$ cat src/rtl/fifo_switch_harness.sv
// fifo_switch_harness: board-level FIFO exerciser.
// Two bouncing push-switches are synchronised and debounced into one-cycle
// read/write ticks. A write tick pushes the synchronised switch word into a
// 2**W-deep show-ahead FIFO. The FIFO state is presented on LEDs.
// Optional feature: define FIFO_HARNESS_ERR_EN to build the sticky ovf/udf
// flags. Without it, both flags are tied low.

// Debouncer plus rising-edge detector for one synchronised control switch.
module fifo_switch_debounce #(
  parameter int DB_N = 20
) (
  input  logic clk,
  input  logic reset,
  input  logic sw_sync,
  output logic tick
);

  typedef enum logic {LOW = 1'b0, HIGH = 1'b1} db_state_t;

  localparam logic [DB_N-1:0] CNT_MAX  = {DB_N{1'b1}};
  localparam logic [DB_N-1:0] CNT_ZERO = {DB_N{1'b0}};
  localparam logic [DB_N-1:0] CNT_ONE  = DB_N'(1);

  db_state_t       state_r;
  db_state_t       state_next_s;
  db_state_t       prev_r;
  logic [DB_N-1:0] cnt_r;
  logic [DB_N-1:0] cnt_next_s;

  // State, stability counter, previous state and press-edge strobe.
  always_ff @(posedge clk or posedge reset) begin
    if (reset) begin
      state_r <= LOW;
      prev_r  <= LOW;
      cnt_r   <= CNT_ZERO;
      tick    <= 1'b0;
    end else begin
      state_r <= state_next_s;
      prev_r  <= state_r;
      cnt_r   <= cnt_next_s;
      tick    <= (state_r == HIGH) && (prev_r == LOW);
    end
  end

  // Flip state only after the input has differed for 2**DB_N cycles.
  always_comb begin
    state_next_s = state_r;
    cnt_next_s   = CNT_ZERO;
    case (state_r)
      LOW: begin
        if (sw_sync) begin
          if (cnt_r == CNT_MAX) begin
            state_next_s = HIGH;
            cnt_next_s   = CNT_ZERO;
          end else begin
            cnt_next_s = cnt_r + CNT_ONE;
          end
        end else begin
          cnt_next_s = CNT_ZERO;
        end
      end
      HIGH: begin
        if (!sw_sync) begin
          if (cnt_r == CNT_MAX) begin
            state_next_s = LOW;
            cnt_next_s   = CNT_ZERO;
          end else begin
            cnt_next_s = cnt_r + CNT_ONE;
          end
        end else begin
          cnt_next_s = CNT_ZERO;
        end
      end
      default: begin
        state_next_s = LOW;
        cnt_next_s   = CNT_ZERO;
      end
    endcase
  end

endmodule

module fifo_switch_harness #(
  parameter int B    = 6,
  parameter int W    = 3,
  parameter int DB_N = 20
) (
  input  logic         clk,
  input  logic         reset,
  input  logic         sw_rd,
  input  logic         sw_wr,
  input  logic [B-1:0] sw_data,
  output logic [B-1:0] r_data,
  output logic         empty,
  output logic         full,
  output logic [W:0]   count,
  output logic         rd_tick,
  output logic         wr_tick,
  output logic         ovf,
  output logic         udf
);

  localparam int          DEPTH    = 2 ** W;
  localparam logic [W:0]  FULL_CNT = {1'b1, {W{1'b0}}};
  localparam logic [W:0]  CNT_ZERO = {(W+1){1'b0}};
  localparam logic [W:0]  CNT_ONE  = (W+1)'(1);
  localparam logic [W-1:0] PTR_ZERO = {W{1'b0}};
  localparam logic [W-1:0] PTR_ONE  = W'(1);

  logic         rd_s1_r, rd_s2_r;
  logic         wr_s1_r, wr_s2_r;
  logic [B-1:0] data_s1_r, data_s2_r;

  logic [B-1:0] mem_r [0:DEPTH-1];
  logic [W-1:0] rd_ptr_r;
  logic [W-1:0] wr_ptr_r;
  logic [W:0]   count_r;

  logic         do_wr_s;
  logic         do_rd_s;
  logic [W:0]   count_next_s;

  // Two-flop synchronisers for every raw switch input.
  always_ff @(posedge clk or posedge reset) begin
    if (reset) begin
      rd_s1_r   <= 1'b0;
      rd_s2_r   <= 1'b0;
      wr_s1_r   <= 1'b0;
      wr_s2_r   <= 1'b0;
      data_s1_r <= {B{1'b0}};
      data_s2_r <= {B{1'b0}};
    end else begin
      rd_s1_r   <= sw_rd;
      rd_s2_r   <= rd_s1_r;
      wr_s1_r   <= sw_wr;
      wr_s2_r   <= wr_s1_r;
      data_s1_r <= sw_data;
      data_s2_r <= data_s1_r;
    end
  end

  fifo_switch_debounce #(.DB_N(DB_N)) u_db_rd (
    .clk     (clk),
    .reset   (reset),
    .sw_sync (rd_s2_r),
    .tick    (rd_tick)
  );

  fifo_switch_debounce #(.DB_N(DB_N)) u_db_wr (
    .clk     (clk),
    .reset   (reset),
    .sw_sync (wr_s2_r),
    .tick    (wr_tick)
  );

  assign empty = (count_r == CNT_ZERO);
  assign full  = (count_r == FULL_CNT);
  assign count = count_r;

  // Decide which FIFO operations execute; a read frees the slot when full.
  always_comb begin
    do_rd_s      = 1'b0;
    do_wr_s      = 1'b0;
    count_next_s = count_r;
    do_rd_s = rd_tick & ~empty;
    do_wr_s = wr_tick & (~full | do_rd_s);
    case ({do_wr_s, do_rd_s})
      2'b10:   count_next_s = count_r + CNT_ONE;
      2'b01:   count_next_s = count_r - CNT_ONE;
      default: count_next_s = count_r;
    endcase
  end

  // Pointers and occupancy.
  always_ff @(posedge clk or posedge reset) begin
    if (reset) begin
      rd_ptr_r <= PTR_ZERO;
      wr_ptr_r <= PTR_ZERO;
      count_r  <= CNT_ZERO;
    end else begin
      if (do_wr_s) begin
        wr_ptr_r <= wr_ptr_r + PTR_ONE;
      end
      if (do_rd_s) begin
        rd_ptr_r <= rd_ptr_r + PTR_ONE;
      end
      count_r <= count_next_s;
    end
  end

  // Storage array; contents are intentionally left unreset.
  always_ff @(posedge clk) begin
    if (do_wr_s) begin
      mem_r[wr_ptr_r] <= data_s2_r;
    end
  end

  assign r_data = empty ? {B{1'b0}} : mem_r[rd_ptr_r];

`ifdef FIFO_HARNESS_ERR_EN
  logic ovf_r;
  logic udf_r;
  logic ovf_set_s;
  logic udf_set_s;

  assign ovf_set_s = wr_tick & full & ~rd_tick;
  assign udf_set_s = rd_tick & empty;

  // Sticky error flags, cleared only by reset.
  always_ff @(posedge clk or posedge reset) begin
    if (reset) begin
      ovf_r <= 1'b0;
      udf_r <= 1'b0;
    end else begin
      if (ovf_set_s) begin
        ovf_r <= 1'b1;
      end
      if (udf_set_s) begin
        udf_r <= 1'b1;
      end
    end
  end

  assign ovf = ovf_r;
  assign udf = udf_r;
`else
  assign ovf = 1'b0;
  assign udf = 1'b0;
`endif

endmodule

$ cat config.mk
export PLATFORM = sky130hd
export DESIGN_NAME = fifo_switch_harness
export DESIGN_NICKNAME = d
export VERILOG_FILES = /design/src/rtl/fifo_switch_harness.sv
export SDC_FILE = /design/constraint.sdc
export NUM_CORES = 1
export LEC_CHECK = 0
export ABC_CLOCK_PERIOD_IN_PS = 2700
export CAP_MARGIN = 10
export CORE_ASPECT_RATIO = 0.9
export CORE_MARGIN = 4
export CORE_UTILIZATION = 53
export CTS_CLUSTER_DIAMETER = 100
export DETAILED_ROUTE_END_ITERATION = 10
export GPL_TIMING_DRIVEN = 0
export PLACE_DENSITY = 0.74
export SETUP_SLACK_MARGIN = 0.2
export SYNTH_ARGS = -nofsm -noshare
export SYNTH_HDL_FRONTEND = slang
export SYNTH_SLANG_ARGS = --single-unit
$ cat constraint.sdc
create_clock -name clk -period 2.7 [get_ports clk]
set_input_delay 0.27 -clock clk [delete_from_list [all_inputs] [get_ports clk]]
set_output_delay 0.27 -clock clk [all_outputs]
set_load 0.03 [all_outputs]
==> results of run 1 <==
-- stage by stage --
stage	hold WS [ns]	util (%)	setup TNS (ns)	cell area, sq um
global route	0.170	66.5	0	6170
global placement	0.332	59.9	-42.94	5570
CTS	0.170	66.2	0	6150
floorplan	0.301	-	0	5190
detailed placement	0.335	60.0	0	5570
finish	0.191	66.5	0	6170
-- cell families (layout without fill, tap and decap cells) --
logic type                 count (synthesis)  count (layout)
adders and majority gates                  7               7
AOI/OAI and AO/OA                         29              29
muxes                                     25              25
and+or+nand+nor                          152             152
other                                      1               2
buffers and inverters                     26              85
xor gates and xnor gates                  36              36
DFF                                      120             120
-- power by group --
part	internal (mW)	total, mW	switching (mW)
Sequential	1.92	1.94	0.0221
Clock	1.30	2.11	0.807
Combinational	0.0247	0.0725	0.0478
-- area by class of cell --
| class | instances | share of cell area (%) |
|---|---|---|
| clock buffer | 19 | 6.83 |
| inverter | 12 | 0.892 |
| buffer | 14 | 1.32 |
| tap | 122 | 2.47 |
| sequential | 120 | 52.6 |
| multi-input combinational | 251 | 29.8 |
| clock inverter | 13 | 2.11 |
| timing repair buffer | 27 | 3.93 |
-- repair_timing --
item | 4_1_cts | 5_1_grt
hold endpoints to repair | 0 | 0
gates cloned | 0 | 0
buffers inserted | 1 | 3
resized for setup | 15 | 13
setup endpoints to repair | 14 | 15
pin swaps | 0 | 1
-- critical path, delay by kind of cell, from the launching register on --
family,cells,cell delay (ns)
and+or+nand+nor,5,1.26
DFF,1,0.45
adders and majority gates,1,0.31
AOI/OAI and AO/OA,1,0.21
buffers and inverters,1,0.12
-- final timing paths --
check,cells after the start,startpoint,end
worst max-delay path,8,count[0],count[3]
worst min-delay path,1,sw_data[2],data_s1_r[2]
worst max register to register,8,count[0],count[3]
worst min register to register,0,rd_s1_r,rd_s2_r
max in group asynchronous,2,reset,rd_ptr_r[0]
min in group asynchronous,2,reset,data_s2_r[2]
-- state kept, by name (all words and copies together), names as in the netlist, named ones only --
signal / count
rd_ptr_r: 3
count: 4
rd_s2_r: 1
mem_r: 48
u_db_wr.prev_r: 1
u_db_rd.cnt_r: 20
data_s2_r: 6
u_db_rd.prev_r: 1
rd_s1_r: 1
wr_s2_r: 1
u_db_rd.tick: 1
u_db_wr.cnt_r: 20
wr_s1_r: 1
data_s1_r: 6
u_db_wr.tick: 1
wr_ptr_r: 3
-- synth_stat cells (10+ instances only) --
master,count
xor2_1,13
dfrtp_1,72
xnor2_1,23
nand4_1,16
edfxtp_1,48
nor3_1,13
nor2_1,53
inv_1,11
mux4_2,12
mux2i_1,10
nand2_1,16
nand3_1,17
-- per-layer routing --
| layer | global-route usage [%] | wire length [um] | vias to the layer above |
|---|---|---|---|
| met1 | 24.2 | 4350 | 1624 |
| met2 | 32.0 | 5170 | 84 |
| met3 | 5.79 | 447 | 10 |
| met4 | 6.64 | 78 | 0 |
| li1 | - | - | 1537 |
| met5 | 0 | 0 | - |
==> run_summary.xml, run 1 <==
<?xml version="1.0" encoding="UTF-8"?>
<metrics>
  <group name="logic_synthesis">
    <metric name="yosys_most_used_dff" unit="">dfrtp_1</metric>
    <metric name="synth_compound_area_share" unit="%">3.74</metric>
    <metric name="share_of_synthesized_cell_area_in_full_adder_half_adder_and_majority_cells" unit="%">1.85</metric>
    <metric name="post_synth_mux_area_share" unit="%">7.85</metric>
    <metric name="synthSimpleGateAreaFrac" unit="%">15.3</metric>
    <metric name="syn_area" unit="sq um">5150</metric>
    <metric name="netlist.top_cell.by_area" unit="">dfrtp_1</metric>
    <metric name="register_bit_total_from_synthesis" unit="">120</metric>
    <metric name="seq_area_frac_synth" unit="%">63.0</metric>
    <metric name="synth_edf_count" unit="">48</metric>
    <metric name="post_synth_main_area_contributors" unit="">dfrtp_1, edfxtp_1, mux4_2, xnor2_1, nor2_1</metric>
    <metric name="dominant_combinational_cell_family_by_area_after_synthesis" unit="">simple AND/OR/NAND/NOR gates</metric>
    <metric name="synthesis.area_per_instance" unit="sq um">13.0</metric>
    <metric name="synthesis.instances" unit="">396</metric>
    <metric name="yosys.area_share.xor_xnor" unit="%">6.12</metric>
    <metric name="yosys_warnings" unit="">0</metric>
    <metric name="ys_types" unit="">48</metric>
    <metric name="asyncSetResetFlopFracSynth" unit="%">60.0</metric>
    <metric name="synthDominantCellAreaShare" unit="%">35.0</metric>
  </group>
  <group name="layout">
    <metric name="antenna-diode-count" unit="">0</metric>
    <metric name="layout.filler_cells" unit="">666</metric>
    <metric name="post_route_cells_drive_above_1_share" unit="%">16.4</metric>
    <metric name="final-seq-area" unit="sq um">3250</metric>
    <metric name="highest_count_cells_in_the_layout_ignoring_fill_and_taps" unit="">dfrtp_1, nor2_1, edfxtp_1</metric>
    <metric name="syn2layout_area_growth" unit="%">19.8</metric>
    <metric name="finish.net_count" unit="">460</metric>
    <metric name="layout.cells.most_common" unit="">dfrtp_1</metric>
    <metric name="layout.cells.non_filler" unit="">578</metric>
    <metric name="multi_input_area" unit="sq um">1840</metric>
  </group>
  <group name="clock_tree">
    <metric name="cts.sinks" unit="">120</metric>
    <metric name="h_tree_depth" unit="">4</metric>
    <metric name="clock_latency" unit="ns">0.52</metric>
    <metric name="clkTransAtPathRegs" unit="ns">0.06</metric>
    <metric name="cts_root_buffer" unit="">clkbuf_8</metric>
    <metric name="cts_hold_buffers" unit="">0</metric>
    <metric name="cts-buffers-inserted" unit="">17</metric>
    <metric name="tritoncts_clock_tree" unit="">built</metric>
    <metric name="cts_max_path_buffers" unit="">2</metric>
  </group>
  <group name="floorplanning">
    <metric name="chipWidth" unit="um">112</metric>
    <metric name="io_pins" unit="">26</metric>
    <metric name="chipHeight" unit="um">102</metric>
    <metric name="die_area" unit="sq um">11400</metric>
    <metric name="start_util" unit="%">55.4</metric>
    <metric name="number_of_rows_created_at_floorplan" unit="">33</metric>
    <metric name="coreArea" unit="sq um">9290</metric>
  </group>
  <group name="global_route">
    <metric name="pin_count_of_the_biggest_net_entering_global_routing" unit="">73</metric>
    <metric name="number_of_antenna_violations_at_the_first_check_in_global_routing" unit="">0</metric>
    <metric name="via_count_of_the_first_global_routing_pass" unit="">3293</metric>
    <metric name="grt_overflow_total" unit="">0</metric>
    <metric name="grt_first_pass_wirelength" unit="mm">16.7</metric>
    <metric name="grt.total_usage" unit="%">19.2</metric>
  </group>
  <group name="setup_path">
    <metric name="cp.required" unit="ns">3.15</metric>
    <metric name="crit_path_max_incr_delay" unit="ns">0.61</metric>
    <metric name="critical_path_peak_fanout" unit="">10</metric>
    <metric name="timing_worst_setup_path_type" unit="">flop to flop</metric>
    <metric name="startpoint_type" unit="">flop</metric>
    <metric name="worst_setup_path_end_kind" unit="">flop</metric>
    <metric name="r2r_slack" unit="ns">0.29</metric>
    <metric name="cp_slowest_cell" unit="">or4_4</metric>
    <metric name="crit_path_cell_trace" unit="">or4_4, inv_8, nor3_4, ha_1, a211oi_2, nor2_1, or4_1, nand4_1</metric>
    <metric name="critical_path_arrival" unit="ns">2.86</metric>
  </group>
  <group name="sta">
    <metric name="timing.final.ws_setup" unit="ns">0.286</metric>
    <metric name="final_max_slew_viol_count" unit="">0</metric>
    <metric name="max_slew.worst_pin.slew" unit="ns">0.873</metric>
    <metric name="timing.final.hold_violations" unit="">0</metric>
    <metric name="rsz0062_at_grt" unit="">yes</metric>
    <metric name="max_slew_margin" unit="%">41.8</metric>
    <metric name="timing.fmax" unit="MHz">414</metric>
    <metric name="fin_skew" unit="ns">0.0137</metric>
    <metric name="fin_crit_sh" unit="%">89.4</metric>
    <metric name="timing.final.crit_period" unit="ns">2.41</metric>
    <metric name="timing.final.setup_violations" unit="">0</metric>
  </group>
  <group name="placed_design">
    <metric name="placedCellCount" unit="">542</metric>
    <metric name="replace_congestion" unit="">0.838</metric>
    <metric name="placement_setup_slack" unit="ns">0.201</metric>
    <metric name="port_buffers" unit="">23</metric>
    <metric name="hpwl" unit="mm">6.11</metric>
  </group>
  <group name="drt">
    <metric name="route.detailed.drc" unit="">0</metric>
    <metric name="routed-via-count" unit="">3255</metric>
    <metric name="post_drt_via_cell_ratio" unit="">5.63</metric>
    <metric name="first_iter_violations" unit="">257</metric>
    <metric name="routed_wl" unit="mm">10.0</metric>
    <metric name="antenna_left" unit="">0</metric>
    <metric name="routedWlPerCell" unit="um">17.4</metric>
    <metric name="detailedRoute.firstPassIterationCount" unit="">4</metric>
  </group>
  <group name="power">
    <metric name="irDropWorstVdd" unit="V">0.000420</metric>
    <metric name="power.leakage" unit="nW">2.35</metric>
    <metric name="totalPowerFinal" unit="mW">4.12</metric>
    <metric name="p_per_area" unit="nW/um^2">668</metric>
  </group>
  <group name="job">
    <metric name="max-cap-violations" unit="">0</metric>
  </group>
  <group name="run_status">
    <metric name="status" unit="">complete, no violations</metric>
  </group>
  <group name="hold_path">
    <metric name="hold_path.class" unit="">primary input to flop</metric>
  </group>
</metrics>
(Power assumes the default switching activity.)
==> run 2, diff against run 1 <==
Settings changed: SETUP_SLACK_MARGIN 0.2 to 0.4.
==> run_summary.xml, run 2 (synthesized netlist as in run 1, its figures left out) <==
<?xml version="1.0" encoding="UTF-8"?>
<metrics>
  <group name="setup_path">
    <metric name="reg2regPathDepth" unit="">8</metric>
    <metric name="path_delay_family" unit="">simple AND/OR/NAND/NOR gates</metric>
    <metric name="r2r_slack" unit="ns">0.38</metric>
    <metric name="critical_path_peak_fanout" unit="">6</metric>
    <metric name="timing.rr.start" unit="">count[3]</metric>
    <metric name="cp_slowest_cell" unit="">or4_4</metric>
    <metric name="critical_path_arrival" unit="ns">2.77</metric>
    <metric name="timing_worst_setup_path_type" unit="">flop to flop</metric>
    <metric name="worst_setup_path_end_kind" unit="">flop</metric>
    <metric name="crit_path_cell_trace" unit="">or4_4, inv_8, nor3_4, ha_1, a211oi_2, nor2_1, or4_1, nand4_1</metric>
    <metric name="startpoint_type" unit="">flop</metric>
    <metric name="critical_path_buf_inv_count" unit="">1</metric>
    <metric name="crit_path_max_incr_delay" unit="ns">0.58</metric>
    <metric name="worst_r2r_endpoint" unit="">count[3]</metric>
    <metric name="cp.required" unit="ns">3.15</metric>
  </group>
  <group name="run_status">
    <metric name="status" unit="">complete, no violations</metric>
  </group>
  <group name="layout">
    <metric name="highest_count_cells_in_the_layout_ignoring_fill_and_taps" unit="">dfrtp_1, nor2_1, edfxtp_1</metric>
    <metric name="number_of_flip_flops_under_the_largest_register_name" unit="">48</metric>
    <metric name="layout.cells.non_filler" unit="">585</metric>
    <metric name="layout.cells.most_common" unit="">dfrtp_1</metric>
    <metric name="postLayoutCoreUtil" unit="%">67.6</metric>
    <metric name="regMostFlops" unit="">mem_r</metric>
    <metric name="syn2layout_area_growth" unit="%">22.0</metric>
    <metric name="finish.net_count" unit="">467</metric>
    <metric name="antenna-diode-count" unit="">0</metric>
    <metric name="post_route_cells_drive_above_1_share" unit="%">19.7</metric>
    <metric name="reg_top3" unit="">mem_r x48, u_db_rd.cnt_r x20, u_db_wr.cnt_r x20</metric>
  </group>
  <group name="clock_tree">
    <metric name="h_tree_depth" unit="">4</metric>
    <metric name="clkTransAtPathRegs" unit="ns">0.06</metric>
    <metric name="cts_root_buffer" unit="">clkbuf_8</metric>
    <metric name="tritoncts_clock_tree" unit="">built</metric>
    <metric name="cts-buffers-inserted" unit="">17</metric>
    <metric name="cts_max_path_buffers" unit="">2</metric>
    <metric name="clock_latency" unit="ns">0.52</metric>
    <metric name="cts_hold_buffers" unit="">0</metric>
    <metric name="cts.sinks" unit="">120</metric>
  </group>
  <group name="global_route">
    <metric name="via_count_of_the_first_global_routing_pass" unit="">3415</metric>
    <metric name="number_of_antenna_violations_at_the_first_check_in_global_routing" unit="">0</metric>
    <metric name="grt.total_usage" unit="%">18.9</metric>
    <metric name="grt_first_pass_wirelength" unit="mm">16.7</metric>
    <metric name="grt_overflow_total" unit="">0</metric>
    <metric name="pin_count_of_the_biggest_net_entering_global_routing" unit="">73</metric>
  </group>
  <group name="floorplanning">
    <metric name="chipWidth" unit="um">112</metric>
    <metric name="die_area" unit="sq um">11400</metric>
    <metric name="start_util" unit="%">55.4</metric>
    <metric name="chipHeight" unit="um">102</metric>
    <metric name="io_pins" unit="">26</metric>
    <metric name="coreArea" unit="sq um">9290</metric>
    <metric name="number_of_rows_created_at_floorplan" unit="">33</metric>
  </group>
  <group name="drt">
    <metric name="route.detailed.drc" unit="">0</metric>
    <metric name="routedWlPerCell" unit="um">16.8</metric>
    <metric name="post_drt_via_cell_ratio" unit="">5.56</metric>
    <metric name="antenna_left" unit="">0</metric>
    <metric name="first_iter_violations" unit="">242</metric>
    <metric name="routed-via-count" unit="">3254</metric>
    <metric name="routed_wl" unit="mm">9.85</metric>
    <metric name="detailedRoute.firstPassIterationCount" unit="">4</metric>
  </group>
  <group name="placed_design">
    <metric name="placement_setup_slack" unit="ns">0.176</metric>
    <metric name="replace_congestion" unit="">0.806</metric>
    <metric name="placedCellCount" unit="">542</metric>
    <metric name="hpwl" unit="mm">6.25</metric>
    <metric name="port_buffers" unit="">23</metric>
  </group>
  <group name="sta">
    <metric name="timing.final.crit_period" unit="ns">2.32</metric>
    <metric name="rsz0062_at_grt" unit="">yes</metric>
    <metric name="fin_skew" unit="ns">0.0193</metric>
    <metric name="timing.fmax" unit="MHz">430</metric>
    <metric name="final_max_slew_viol_count" unit="">0</metric>
    <metric name="timing.final.ws_setup" unit="ns">0.375</metric>
    <metric name="max_slew.worst_pin.slew" unit="ns">0.854</metric>
    <metric name="timing.final.hold_violations" unit="">0</metric>
    <metric name="timing.final.setup_violations" unit="">0</metric>
    <metric name="fin_crit_sh" unit="%">86.1</metric>
    <metric name="max_slew_margin" unit="%">43.1</metric>
    <metric name="tns" unit="ns">0</metric>
  </group>
  <group name="hold_path">
    <metric name="worstHoldStart" unit="">sw_data[5]</metric>
    <metric name="hold-path-endpoint" unit="">data_s1_r[5]</metric>
    <metric name="hold_path.class" unit="">primary input to flop</metric>
    <metric name="hold_depth" unit="">1</metric>
  </group>
  <group name="power">
    <metric name="irDropWorstVdd" unit="V">0.000671</metric>
    <metric name="p_per_area" unit="nW/um^2">683</metric>
    <metric name="totalPowerFinal" unit="mW">4.29</metric>
    <metric name="power.leakage" unit="nW">2.39</metric>
  </group>
  <group name="job">
    <metric name="max-cap-violations" unit="">0</metric>
  </group>
</metrics>
==> run 2: cell types whose count changed in the layout (fill, tap and decap cells not counted), moves of 3 or more <==
cell           previous run  this run
nor2_2                    0         3
nor2_1                   53        50
dlygate4sd2_1             4         1
buf_4                     7        14
buf_2                     4         9
==> run 2: layer usage <==
layer | vias up | routed length, um | GRT usage, %
met5 | - | 0 | 0
met4 | 0 | 127 | 7.02
met3 | 11 | 358 | 6.27
met2 | 67 | 5140 | 32.3
met1 | 1630 | 4220 | 22.8
li1 | 1546 | - | -
==> run 2: layout make-up <==
class | instances | area (sq um)
tap | 122 | 153
fill | 665 | 3010
buffer | 14 | 88.8
multi-input combinational | 251 | 1860
timing repair buffer | 34 | 277
clock buffer | 20 | 425
clock inverter | 12 | 174
inverter | 12 | 55.1
sequential | 120 | 3250
==> run 2: per-stage QoR <==
| step | hold slack, ns | instance area [sq um] |
|---|---|---|
| after floorplan | 0.301 | 5190 |
| after global placement | 0.332 | 5570 |
| after detailed placement | 0.338 | 5570 |
| after CTS | 0.178 | 6260 |
| after global routing | 0.172 | 6280 |
| final | 0.202 | 6280 |
==> run 2: worst max path at each step <==
stage / from / endpoint / slack (ns) / cells past startpoint
after global routing: count[3] / count[3] / 0.30 / 8
after floorplan: count[0] / count[3] / 0.24 / 8
after detailed placement: rd_ptr_r[0] / r_data[1] / 0.18 / 5
after CTS: rd_ptr_r[0] / r_data[2] / 0.27 / 5
final: count[3] / count[3] / 0.38 / 8
after global placement: reset / count[0] / -0.77 / 2
==> run 2: timing repair <==
action / 4_1_cts / 5_1_grt
setup buffers: 10 / 1
pin swaps: 4 / 0
endpoints found under the hold margin: 0 / 0
endpoints found under the setup margin: 29 / 53
gates resized for setup: 42 / 13
==> run 2: report_power, final <==
part           internal [mW]  switching [mW]  leakage, nW  total [mW]
clock network           1.50           0.785        0.285        2.28
registers               1.92          0.0212         1.39        1.94
logic                 0.0248          0.0465        0.719      0.0712
==> run 3, diff against run 2 <==
Settings changed: ABC_CLOCK_PERIOD_IN_PS 2700 to default.
==> results of run 3 <==
No change in the layout: final DEF, timing and power equal those of run 2.
==> RTL edit 1: new RTL, config.mk and constraints of run 2 <==
Change the parameter `B` from 6 to 3.
--- a/src/rtl/fifo_switch_harness.sv
+++ b/src/rtl/fifo_switch_harness.sv
@@ -81,7 +81,7 @@
 endmodule
 
 module fifo_switch_harness #(
-  parameter int B    = 6,
+  parameter int B    = 3,
   parameter int W    = 3,
   parameter int DB_N = 20
 ) (
Interface: changed (resized r_data and sw_data); port bits go from 26 to 20. The function was not compared with the original's and may differ.
==> RTL edit 1 against run 2 <==
Clock power is 63% lower; synthesized cell count decreased by 16%; sequential cell count is 30 lower; worst setup slack got worse by 0.062 ns; highest routed layer unchanged; critical endpoint unchanged; hold slack got worse by 0.092 ns; power shrank 45%; critical path depth shrank 1; area after synthesis decreased by 22%; routed wire length down 31%; sequential share of layout area down 1.2 points; design area is 25% lower; sequential power shrank 26%.
==> RTL edit 1: results (changes against run 2) <==
* Clk slew on worst S/H paths at 0.10 ns (was 0.06 ns)
* Async S/R FF share, synth at 0.7333 (was 0.6000)
* Gr usage total at 0.1597 (was 0.1894)
* Post-synth EDFFs at 24 (was 48)
* Dpl hpwl at 4.666 mm (was 6.246 mm)
* IO buf count at 17 (was 23)
* CTS Buf Count at 9 (was 17)
* Hold Crit Class: in2async (was in2reg)
* Worst slack, placed at 0.2210 ns (was 0.1755 ns)
* VDD IR max at 281.8 uV (was 670.9 uV)
* Pin slew with the least headroom to its limit at 0.6723 ns (was 0.8541 ns)
* Min Clock Period, post-route at 2.387 ns (was 2.325 ns)
* Post-CTS Setup Inserts at 11 (was 10)
* Filler cells at 582 (was 665)
* CTS resizes at 9 (was 42)
* Cell Area, Placed at 0.004379 sq mm (was 0.005572 sq mm)
* Starting DRT DRC Count at 111 (was 242)
* Metal2 WL at 3.374 mm (was 5.143 mm)
* FF/Latch Area at 0.002377 sq mm (was 0.003249 sq mm)
* Met1 global-route usage at 0.2168 (was 0.2278)
* Latest clock arrival within the worst-skew pair at 0.36 ns (was 0.52 ns)
* Largest net degree at the start of global routing at 40 (was 73)
* Nets at 393 (was 467)
* Top cells by count, synth: dfrtp_1, nor2_1, edfxtp_1 (unchanged)
* Via/cell ratio at 5.455 (was 5.562)
* P_leak at 1.941 nW (was 2.391 nW)
* FF-to-FF setup slack at 0.31 ns (was 0.38 ns)
* Maximum fanout along the worst path at 5 (was 6)
* Clk_skew at 0.01623 ns (was 0.01931 ns)
* Outcome: complete, no violations (unchanged)
* Vias in the first global route at 2501 (was 3415)
* R2R cell count at 7 (was 8)
* Synth Area in Adders at 0.02368 (was 0.01846)
* Launching point of the worst reg2reg path: count[1] (was count[3])
* Top Registers: mem_r x24, u_db_rd.cnt_r x20, u_db_wr.cnt_r x20 (was mem_r x48, u_db_rd.cnt_r x20, u_db_wr.cnt_r x20)
* Yosys top cell area share at 0.4113 (was 0.3498)
* Synth unique cells at 44 (was 48)
* Sequential area share after synthesis at 0.5908 (was 0.6296)
* CP delay by family, top: compound AO/OA/AOI/OAI gates (was simple AND/OR/NAND/NOR gates)
* Critical-path top delay cell: dfrtp_2 (was or4_4)
* Hold_ws at 0.1109 ns (was 0.2024 ns)
* DR WL/cell at 14.26 um (was 16.83 um)
* First-pass GRT wire length at 11.52 mm (was 16.68 mm)
* Synth Instances at 334 (was 396)
* Routed wl met3 at 271 um (was 358 um)
* Compound-cell area share of the yosys netlist at 0.05142 (was 0.03741)
* Mux cell area share after synthesis at 0.06014 (was 0.07846)
* Placer congestion estimate at 0.7998 (was 0.8060)
* # placed instances at 447 (was 542)
* Met3 usage at 0.04710 (was 0.06272)
* GR Layer Usage met2 at 0.2494 (was 0.3226)
* Routed met1 length at 3.084 mm (was 4.216 mm)
* Post-route insts no fill at 477 (was 585)
-- RTL edit 1: power groups by stage --
stage | combinational (W) | sequential, W | clock, W
6_report | 0.0000740 | 0.00143 | 0.000849
3_5_place_dp | 0.0000762 | 0.00145 | 0
5_1_grt | 0.0000832 | 0.00143 | 0.000945
2_1_floorplan | 0.0000459 | 0.00145 | 0
3_3_place_gp | 0.0000659 | 0.00145 | 0
4_1_cts | 0.0000762 | 0.00143 | 0.000876
-- RTL edit 1: area by class of cell --
type	instances	area share
clock buffers	9	0.02630
repair buffers	33	0.06934
clock inverters	7	0.01275
plain buffers	13	0.01621
flip-flops and latches	90	0.5048
multi-input cells	219	0.3350
well taps	93	0.02471
inverters	13	0.01089
-- RTL edit 1: kinds of logic after synthesis --
family / after synthesis
and+or+nand+nor: 128
DFF: 90
xor gates and xnor gates: 37
AOI/OAI and AO/OA: 29
buffers and inverters: 26
muxes: 16
adders and majority gates: 7
other: 1
==> RTL edit 2: new RTL, flow settings as in run 2 <==
Without the edit above. Register the output `count` once more, without a reset; this adds one clock of latency there. The other outputs are not delayed to match.
--- a/src/rtl/fifo_switch_harness.sv
+++ b/src/rtl/fifo_switch_harness.sv
@@ -155,7 +155,9 @@
 
   assign empty = (count_r == CNT_ZERO);
   assign full  = (count_r == FULL_CNT);
-  assign count = count_r;
+  always_ff @(posedge clk) begin
+    count <= count_r;
+  end
 
   // Decide which FIFO operations execute; a read frees the slot when full.
   always_comb begin
Check against the original RTL: no difference found for any inputs over 10 cycles, from zero or initial values and one cycle with reset high; that may be too few to reach the edited logic, so the function may still have changed.
==> RTL edit 2 against run 2 <==
Power down 4.5%; final cell count grew 1.9%; sequential cell count up 4; combinational power is 1% lower; critical path depth unchanged; design area increased by 0.62%; worst setup slack got worse by 0.084 ns; utilization is 2.2 points lower; via count up 0.83%; area after synthesis grew 1.6%; routed wire length down 6.6%; largest power group unchanged; highest routed layer unchanged.
==> RTL edit 2: results (changes against run 2) <==
* Placer congestion estimate at 0.7922 (was 0.8060)
* Outcome: complete, no violations (unchanged)
* Via/cell ratio at 5.505 (was 5.562)
* Filler cells at 693 (was 665)
* Mapped Avg Cell Area at 13.08 sq um (was 13.01 sq um)
* Vias at 3281 (was 3254)
* Latest clock arrival within the worst-skew pair at 0.50 ns (was 0.52 ns)
* Setup crit start: count_r[1] (was count[3])
* Met3 usage at 0.05447 (was 0.06272)
* Starting DRT DRC Count at 180 (was 242)
* Layout clock buffers at 26 (was 20)
* Worst Hold Path EP: rd_s1_r (was data_s1_r[5])
* P_leak at 2.418 nW (was 2.391 nW)
* FF-to-FF End: count_r[3] (was count[3])
* PwrDens at 648.2 mW/mm^2 (was 683.1 mW/mm^2)
* Met1 global-route usage at 0.2271 (was 0.2278)
* Hold_ws at 0.2098 ns (was 0.2024 ns)
* FF-to-FF setup slack at 0.29 ns (was 0.38 ns)
* Beginning of the worst hold path: sw_rd (was sw_data[5])
* Async S/R FF share, synth at 0.5806 (was 0.6000)
* Crit path arrival time at 2.83 ns (was 2.77 ns)
* Wirelength, routed at 9.194 mm (was 9.845 mm)
* Sequential area share after synthesis at 0.6353 (was 0.6296)
* VDD IR max at 368.0 uV (was 670.9 uV)
* GR Layer Usage met2 at 0.2760 (was 0.3226)
* First-pass GRT wire length at 15.54 mm (was 16.68 mm)
* Maximum fanout along the worst path at 4 (was 6)
* Drt first pass iters at 5 (was 4)
* Clk tree area frac at 0.08508 (was 0.09536)
* Nets at 474 (was 467)
* Multi-input logic portion of the cell area at 0.2917 (was 0.2964)
* Synth area leaders: dfrtp_1, edfxtp_1, mux4_2 (unchanged)
* Seq/total area at 0.5265 (was 0.5170)
* Dpl hpwl at 5.837 mm (was 6.246 mm)
[RTL edit 2: changes by cell type in the layout (fill, tap and decap cells not counted), moves of 2 or more]
cell,run 2,this run
inv_4,1,3
clkinv_1,2,0
inv_6,2,0
nor2_1,50,52
nor2_2,3,1
buf_2,9,7
bufinv_16,4,1
dfxtp_1,0,4
buf_4,14,19
clkbuf_8,1,4
clkbuf_1,6,9
[RTL edit 2: where the power goes]
group | switching (W) | internal, W | total (W) | leakage, nW
Combinational | 0.0000459 | 0.0000247 | 0.0000705 | 0.735
Clock | 0.000738 | 0.00129 | 0.00203 | 0.264
Sequential | 0.0000208 | 0.00198 | 0.00200 | 1.42
[RTL edit 2: repair_timing]
action / 4_1_cts / 5_1_grt
resized for setup: 45 / 16
hold buffers: 0 / 0
setup buffers: 9 / 5
pin swaps: 4 / 3
setup endpoints to repair: 22 / 24
[RTL edit 2: worst register-to-register path: stages, from the launching register on]
cell and delay [ns]:
dfrtp_2 0.43, or4_4 0.59, inv_8 0.09, nor3_4 0.05, ha_1 0.29, a211oi_2 0.30
nor2_2 0.08, or4_1 0.41, nand4_1 0.10
[RTL edit 2: cell families after synthesis]
| logic type | share of synthesized area |
|---|---|
| other | 0.0007168 |
| and+or+nand+nor | 0.1502 |
| AOI/OAI and AO/OA | 0.03684 |
| muxes | 0.07725 |
| buffers and inverters | 0.02129 |
| adders and majority gates | 0.01818 |
| xor gates and xnor gates | 0.06027 |
| DFF | 0.6353 |
[RTL edit 2: per-layer routing]
layer / up-vias / share of wire / routed length, um
met4: 0 / 0.012 / 110
met5: - / 0 / 0
met3: 10 / 0.035 / 321
met1: 1638 / 0.46 / 4230
met2: 62 / 0.49 / 4531
li1: 1571 / - / -
